===== src/rtl/execute_memory_pkg.sv =====
// Shared definitions for the EX/MEM pipeline register: default data width and
// the bundle of control bits carried from execute to memory.
package execute_memory_pkg;

    localparam int DATA_W_DEFAULT = 16;

    typedef struct packed {
        logic wbs;
        logic mm;
        logic wm;
        logic ni;
        logic wce;
        logic wme1;
        logic wme2;
    } ex_mem_ctrl_t;

    localparam int CTRL_W = $bits(ex_mem_ctrl_t);

endpackage


===== src/rtl/execute_memory_register_pipe_reg.sv =====
// Generic pipeline register stage: synchronous active-low reset, flush clears
// the stage to a bubble, stall holds it. Priority is reset > flush > stall.
module pipe_reg #(
    parameter int WIDTH = 8
) (
    input  logic             clk,
    input  logic             rst_n,
    input  logic             flush,
    input  logic             stall,
    input  logic [WIDTH-1:0] d,
    output logic [WIDTH-1:0] q
);

    // NOTE: state is updated with non-blocking assignments so every stage of
    // the pipeline samples its neighbours' pre-edge values.
    always_ff @(posedge clk) begin
        if (!rst_n) begin
            q <= '0;
        end else if (flush) begin
            q <= '0;
        end else if (!stall) begin
            q <= d;
        end
    end

endmodule


===== src/rtl/execute_memory_register.sv =====
// EX/MEM pipeline register: carries the control bundle, ALU result and store
// data across one clock, with stall (hold) and flush (bubble) controls.
module execute_memory_register
    import execute_memory_pkg::*;
#(
    parameter int DATA_W = DATA_W_DEFAULT
) (
    input  logic              clk,
    input  logic              rst_n,
    input  logic              stall = 1'b0,
    input  logic              flush = 1'b0,
    input  logic              wbs_in,
    input  logic              mm_in,
    input  logic              wm_in,
    input  logic              ni_in,
    input  logic              wce_in,
    input  logic              wme1_in,
    input  logic              wme2_in,
    input  logic [DATA_W-1:0] ALUresult_in,
    input  logic [DATA_W-1:0] memData_in,
    output logic              wbs_out,
    output logic              mm_out,
    output logic              wm_out,
    output logic              ni_out,
    output logic              wce_out,
    output logic              wme1_out,
    output logic              wme2_out,
    output logic [DATA_W-1:0] ALUresult_out,
    output logic [DATA_W-1:0] memData_out
);

    ex_mem_ctrl_t ctrl_d;
    ex_mem_ctrl_t ctrl_q;

    assign ctrl_d = '{
        wbs:  wbs_in,
        mm:   mm_in,
        wm:   wm_in,
        ni:   ni_in,
        wce:  wce_in,
        wme1: wme1_in,
        wme2: wme2_in
    };

    pipe_reg #(.WIDTH(CTRL_W)) u_ctrl_reg (
        .clk   (clk),
        .rst_n (rst_n),
        .flush (flush),
        .stall (stall),
        .d     (ctrl_d),
        .q     (ctrl_q)
    );

    pipe_reg #(.WIDTH(DATA_W)) u_alu_reg (
        .clk   (clk),
        .rst_n (rst_n),
        .flush (flush),
        .stall (stall),
        .d     (ALUresult_in),
        .q     (ALUresult_out)
    );

    pipe_reg #(.WIDTH(DATA_W)) u_mem_data_reg (
        .clk   (clk),
        .rst_n (rst_n),
        .flush (flush),
        .stall (stall),
        .d     (memData_in),
        .q     (memData_out)
    );

    // Pure wiring from the flop outputs; no logic between register and port.
    assign wbs_out  = ctrl_q.wbs;
    assign mm_out   = ctrl_q.mm;
    assign wm_out   = ctrl_q.wm;
    assign ni_out   = ctrl_q.ni;
    assign wce_out  = ctrl_q.wce;
    assign wme1_out = ctrl_q.wme1;
    assign wme2_out = ctrl_q.wme2;

endmodule


===== config.mk =====
export PLATFORM = sky130hd
export DESIGN_NAME = execute_memory_register
export DESIGN_NICKNAME = d
export VERILOG_FILES = /design/src/rtl/execute_memory_pkg.sv /design/src/rtl/execute_memory_register_pipe_reg.sv /design/src/rtl/execute_memory_register.sv
export SDC_FILE = /design/constraint.sdc
export NUM_CORES = 1
export LEC_CHECK = 0
export ABC_AREA = 1
export CAP_MARGIN = 25
export CORE_UTILIZATION = 36
export DETAILED_ROUTE_END_ITERATION = 10
export GPL_TIMING_DRIVEN = 0
export PLACE_DENSITY = 0.86
export SLEW_MARGIN = 20
export SYNTH_ARGS = -nofsm -noshare
export SYNTH_HDL_FRONTEND = slang
export SYNTH_SLANG_ARGS = --single-unit

===== constraint.sdc =====
create_clock -name clk -period 0.8 [get_ports clk]
set_input_delay 0.08 -clock clk [delete_from_list [all_inputs] [get_ports clk]]
set_output_delay 0.08 -clock clk [all_outputs]
set_load 0.05 [all_outputs]

==> metrics.cfg, run 1 <==
[power]
powerDensity_nw_per_um2=1562
sw_frac_of_total_pct=26.58
p_sw_uw=1113
seqPwrFrac_pct=49.4
internal-power_uw=3076
leakage_uw=0.001118
ir_drop_mv=1.138
pwr-share-comb_pct=21.0
clock_power_share_pct=29.6

[worst_hold_path]
min_path_type=input port to flip-flop

[cts]
clk_latency_ns=0.29
clk_pin_slew_ns=0.07
cts_buffers=5
clock-sinks=39
htreeDepth=2
cts_root_buffer=clkbuf_8
clk_path_buf_depth=2
tritoncts=built

[sta]
final.setup_skew_ns=0
fin_hold_ws_ns=0.3247
finalSetupViolations=39
rsz0062_at_grt=true
slew_headroom_pct=86.84
finalCritPeriodShare_pct=109.3
final.min_clock_period_ns=0.8748
drv_slew=0
hold_viol=0
max_freq_mhz=1143
worst_slew_pin_slew_ns=0.1975
fin_ws_ns=-0.07479

[floorplanning]
core_region_area_um2=3468
rows=21
boundaryPins=82
die_w_um=63.27
dieHeight_um=63.27
die_area_um2=4002
initial_core_util_pct=38.96

[synthesis]
synth.top_cell.area_share_pct=57.78
ys_warn_count=0
ys_top_cells_by_area=dfxtp_1, nand2_1, a21oi_1
avgSynthCellArea_um2=7.902
ys_seq_area_share_pct=57.78
netlist_area_um2=1351
synthCells=171
yosys.area.top_type=dfxtp_1
syn_nets=214
synth.distinct_cells=9
ys_ff_latch=39

[routing]
drtIter0Drc=64
drtAntennaViolNets=0
wirelength_um=3991
viasPerCell=4.594
vias=1470
dr.pass1.iters=4
remaining_drc_errors=0
wl_per_cell_um=12.47

[finish]
drive_above_1_share_pct=42.70
instances_no_fill=320
nets=316
syn_to_final_growth_pct=98.52
fin_util_pct=77.34
antenna_cells=0

[worst_setup_path]
cp_data_arrival_time_ns=0.79
cp_max_fo=2
critPathSlowestCell=dfxtp_2
crit_chain=buf_8
cp_num_buf_inv=1
crit_family=flip-flops
required_ns=0.72
cp-end-kind=output port
crit_type=flip-flop to output port
slowest_delay_ns=0.36
start_kind=flip-flop

[place]
dp_hpwl_um=2359
dp.cells=298
finalWeightedCongestion=0.6870
dp_slack_ns=-0.5465
io_buffers=81

[global_route]
antenna_found_initial=0
grt_pass1_vias=1358
grt_overflow_total=0
track_usage_pct=19.47
grt_pass1_wl_um=6023
grt_max_degree=12

[run]
max_cap_viol_count=0

[status]
status=finished, violations left
failed_checks=setup timing

==> sequential cells by signal, summed over array words and instances (netlist names) <==
name,cells
u_alu_reg.q,16
u_ctrl_reg.q,7
u_mem_data_reg.q,16
==> kinds of logic (layout without fill, tap and decap cells) <==
family / after synthesis / in the layout / share of synthesized area [%]
AO/OA/AOI/OAI: 39 / 39 / 14.44
buffers and inverters: 14 / 117 / 5.833
flip-flops: 39 / 39 / 57.78
AND/OR/NAND/NOR: 79 / 79 / 21.94
==> area by class of cell <==
type	count	area, µm²
Timing Repair Buffer	95	1092
Sequential cell	39	829.5
Fill cell	250	785.8
Multi-Input combinational cell	118	511.7
Buffer	12	102.6
Clock buffer	7	76.32
Tap cell	46	57.56
Inverter	2	7.507
Clock inverter	1	5.005
==> cell usage after synthesis <==
cell type   n
inv_2       1
buf_4       3
buf_6       1
dfxtp_1    39
clkbuf_1    2
a21oi_1    39
inv_1       1
buf_2       6
nand2_1    79
==> path summary, 6_finish.rpt <==
| path | end | slack [ns] | start | cells past startpoint |
|---|---|---|---|---|
| max | mm_out | -0.07 | u_ctrl_reg.q[5] | 1 |
| min | u_alu_reg.q[15] | 0.32 | ALUresult_in[15] | 3 |
| max reg2reg | u_mem_data_reg.q[7] | 0.01 | u_mem_data_reg.q[7] | 4 |
| min reg2reg | u_ctrl_reg.q[1] | 0.46 | u_ctrl_reg.q[1] | 2 |
==> worst reg2reg max path: cells and delay by family, from the launching register on <==
| family | cells | cell delay (ns) |
|---|---|---|
| DFF | 1 | 0.33 |
| buffers and inverters | 2 | 0.24 |
| AOI/OAI and AO/OA | 1 | 0.06 |
| and+or+nand+nor | 1 | 0.05 |
==> power by group through the flow <==
| stage | clock network, µW | registers [µW] | logic, µW |
|---|---|---|---|
| final | 1240 | 2070 | 880 |
| after global routing | 1400 | 2070 | 934 |
| after CTS | 1260 | 2060 | 827 |
| after detailed placement | 0 | 2090 | 754 |
| after global placement | 0 | 2080 | 753 |
| after floorplan | 0 | 2300 | 172 |
==> per-layer routing <==
layer | wire [µm] | up-vias | GRT usage, %
met4 | 61 | 0 | 7.670
met3 | 256 | 7 | 7.065
met5 | 0 | - | 0
met2 | 2158 | 52 | 33.60
li1 | - | 746 | -
met1 | 1516 | 665 | 21.59
==> cell usage in the layout, fill, tap and decap left out, types with 2 or more instances in the layout <==
master / Yosys / routed
buf_4: 3 / 14
buf_2: 6 / 4
nand2_1: 79 / 77
a21oi_2: 0 / 4
clkbuf_4: 0 / 2
clkbuf_1: 2 / 2
nand2_2: 0 / 2
a21oi_1: 39 / 35
dfxtp_2: 0 / 39
buf_6: 1 / 12
clkdlybuf4s50_1: 0 / 41
clkbuf_8: 0 / 5
buf_8: 0 / 32
==> timing repair <==
| action | CTS | global route |
|---|---|---|
| endpoints found under the setup margin | 69 | 62 |
| hold buffers | 0 | 0 |
| gates resized for setup | 306 | 18 |
| setup buffers | 2 | 12 |
==> through the flow <==
stage	total power [µW]	setup TNS (ns)	area (µm²)
floorplan	2476	0	1400
global placement	2838	-31.53	2268
detailed placement	2843	-31.96	2268
CTS	4153	-2.498	2536
global route	4406	-3.522	2683
finish	4189	-2.363	2683
Note: power is estimated with default switching activity, not from simulation.
==> inputs of run 2 (changes only) <==
CELL_PAD_IN_SITES_DETAIL_PLACEMENT = 2   (was unset)
CELL_PAD_IN_SITES_GLOBAL_PLACEMENT = 2   (was unset)
CORE_UTILIZATION = 19   (was 36)
CTS_BUF_LIST = sky130_fd_sc_hd__clkbuf_2 sky130_fd_sc_hd__clkbuf_4 sky130_fd_sc_hd__clkbuf_8   (was unset)
PLACE_DENSITY = 0.88   (was 0.86)
clock period = 0.85 ns   (was 0.8 ns; I/O delays follow)
==> metrics.cfg, run 2 (synthesis gave the netlist of run 1 again) <==
[status]
status=finished, violations left
failed_checks=setup timing

[place]
finalWeightedCongestion=0.6466  ; -5.9%
io_buffers=81  ; unchanged
dpl_cell_area_um2=2331  ; +2.8%
dp_hpwl_um=3412  ; +45%
dp.cells=348  ; +17%

[power]
power_uw=4183  ; -0.16%
internal-power_uw=3106  ; +0.97%
pwr-share-comb_pct=20.4  ; -0.6 points
sw_frac_of_total_pct=25.75  ; -0.83 points
seqPwrFrac_pct=46.6  ; -2.8 points
leakage_uw=0.001184  ; +5.9%
ir_drop_mv=0.6310  ; -45%
clock_power_share_pct=33.1  ; +3.5 points
powerDensity_nw_per_um2=1475  ; -5.6%
p_sw_uw=1077  ; -3.3%

[cts]
clk_path_buf_depth=2  ; unchanged
cts_hold_buf=0  ; unchanged
clock-sinks=39  ; unchanged
clk_pin_slew_ns=0.07  ; about the same
tritoncts=built
cts_buffers=5  ; unchanged
clk_latency_ns=0.28  ; about the same
cts_root_buffer=clkbuf_8
htreeDepth=2  ; unchanged

[finish]
syn_to_final_growth_pct=109.9
nets=327  ; +3.5%
final-seq-area_um2=829.5  ; unchanged
antenna_cells=0  ; unchanged
fin_util_pct=41.52  ; -36 points
drive_above_1_share_pct=44.56  ; +1.9 points
final_cell_mix=nand2_1, clkdlybuf4s50_1, dfxtp_2
fillers=761  ; +200%
reg_top3=u_alu_reg.q (16), u_mem_data_reg.q (16), u_ctrl_reg.q (7)
instances_no_fill=381  ; +19%
final_common_cell=nand2_1
multi_input_area_um2=501.7  ; -2.0%
design_area_um2=2836  ; +5.7%

[worst_setup_path]
critPathSlowestCell=dfxtp_2
required_ns=0.76  ; +0.04 ns
crit_type=flip-flop to output port
cp_data_arrival_time_ns=0.79  ; about the same
cp_num_buf_inv=1  ; unchanged
crit_family=flip-flops
ff2ff_path_depth=4  ; unchanged
cp-end-kind=output port
cp_max_fo=2  ; unchanged
start_kind=flip-flop
r2r_end=u_mem_data_reg.q[12]
slowest_delay_ns=0.36  ; about the same
ff2ff_setup_slack_ns=0.05  ; +0.04 ns
r2r_start=u_mem_data_reg.q[12]
crit_chain=buf_8

[run]
max_cap_viol_count=0  ; unchanged

[floorplanning]
die_w_um=86.34  ; +36%
initial_core_util_pct=19.78  ; -19 points
die_area_um2=7454  ; +86%
dieHeight_um=86.34  ; +36%
core_region_area_um2=6832  ; +97%
boundaryPins=82  ; unchanged
rows=30  ; +43%

[worst_hold_path]
min_path_cells=3  ; unchanged
hold_start=wbs_in
min_path_type=input port to flip-flop
holdPathEnd=u_ctrl_reg.q[6]

[sta]
rsz0062_at_grt=true
slew_headroom_pct=86.99  ; +0.16 points
setup_tns_ns=-0.4265  ; +1.937 ns
worst_slew_pin_slew_ns=0.1951  ; -0.002328 ns
fin_ws_ns=-0.02394  ; +0.05085 ns
hold_viol=0  ; unchanged
final.setup_skew_ns=0  ; unchanged
finalSetupViolations=39  ; unchanged
max_freq_mhz=1144
finalCritPeriodShare_pct=102.8
drv_slew=0  ; unchanged
final.min_clock_period_ns=0.8739

[routing]
vias=1572  ; +6.9%
remaining_drc_errors=0  ; unchanged
drtIter0Drc=18  ; -72%
dr.pass1.iters=4  ; unchanged
viasPerCell=4.126  ; -10%
drtAntennaViolNets=0  ; unchanged
wirelength_um=4978  ; +25%
wl_per_cell_um=13.07  ; +4.8%

[global_route]
grt_pass1_vias=1651  ; +22%
grt_pass1_wl_um=7665  ; +27%
track_usage_pct=13.17  ; -6.3 points
grt_overflow_total=0  ; unchanged
antenna_found_initial=0  ; unchanged
grt_max_degree=12  ; unchanged

[run 2: power by group through the flow]
stage	registers (µW)	clock network, µW	logic (µW)
final	1950	1380	851
after global routing	1950	1550	909
after CTS	1950	1470	818
after detailed placement	1970	0	735
after global placement	1970	0	722
after floorplan	2170	0	162
[run 2: worst max-delay path by stage]
stage / start / endpoint / depth (start not counted)
after floorplan: u_alu_reg.q[10] / u_alu_reg.q[10] / 2
after global placement: flush / u_mem_data_reg.q[11] / 6
after detailed placement: flush / u_mem_data_reg.q[8] / 6
after CTS: u_ctrl_reg.q[3] / ni_out / 1
after global routing: u_mem_data_reg.q[10] / memData_out[10] / 1
final: u_alu_reg.q[0] / ALUresult_out[0] / 1
[run 2: worst min-delay path, cell delays in order]
cell and delay [ns]:
clkdlybuf4s50_1 0.40, nand2_1 0.07, a21oi_1 0.05
[run 2: metrics by stage]
| step | hold slack [ns] | setup WS, ns |
|---|---|---|
| after floorplan | 0.2204 | 0.1064 |
| after detailed placement | 0.4511 | -0.5932 |
| after CTS | 0.3388 | -0.03904 |
| after global routing | 0.3509 | -0.05998 |
| final | 0.3485 | -0.02394 |
| after global placement | 0.4399 | -0.5472 |
[run 2: area by class of cell]
class	instances	area share [%]
buffer	12	3.397
clock buffer	8	3.661
inverter	2	0.2647
multi-input combinational	118	17.69
sequential	39	29.25
tap	96	4.235
timing repair buffer	106	41.51
[run 2: repair_timing]
action / CTS / global route
resized for setup: 313 / 9
pin swaps: 0 / 0
setup buffers: 8 / 17
endpoints found under the setup margin: 74 / 44
gates cloned: 0 / 0
[run 2: layer usage]
layer  global-route usage (%)  share of wire, %  vias up
met5                        0                 0        -
met4                    3.182              0.34        0
met3                    4.000               6.0        3
met2                    24.75                53       56
met1                    14.39                41      748
li1                         -                 -      765
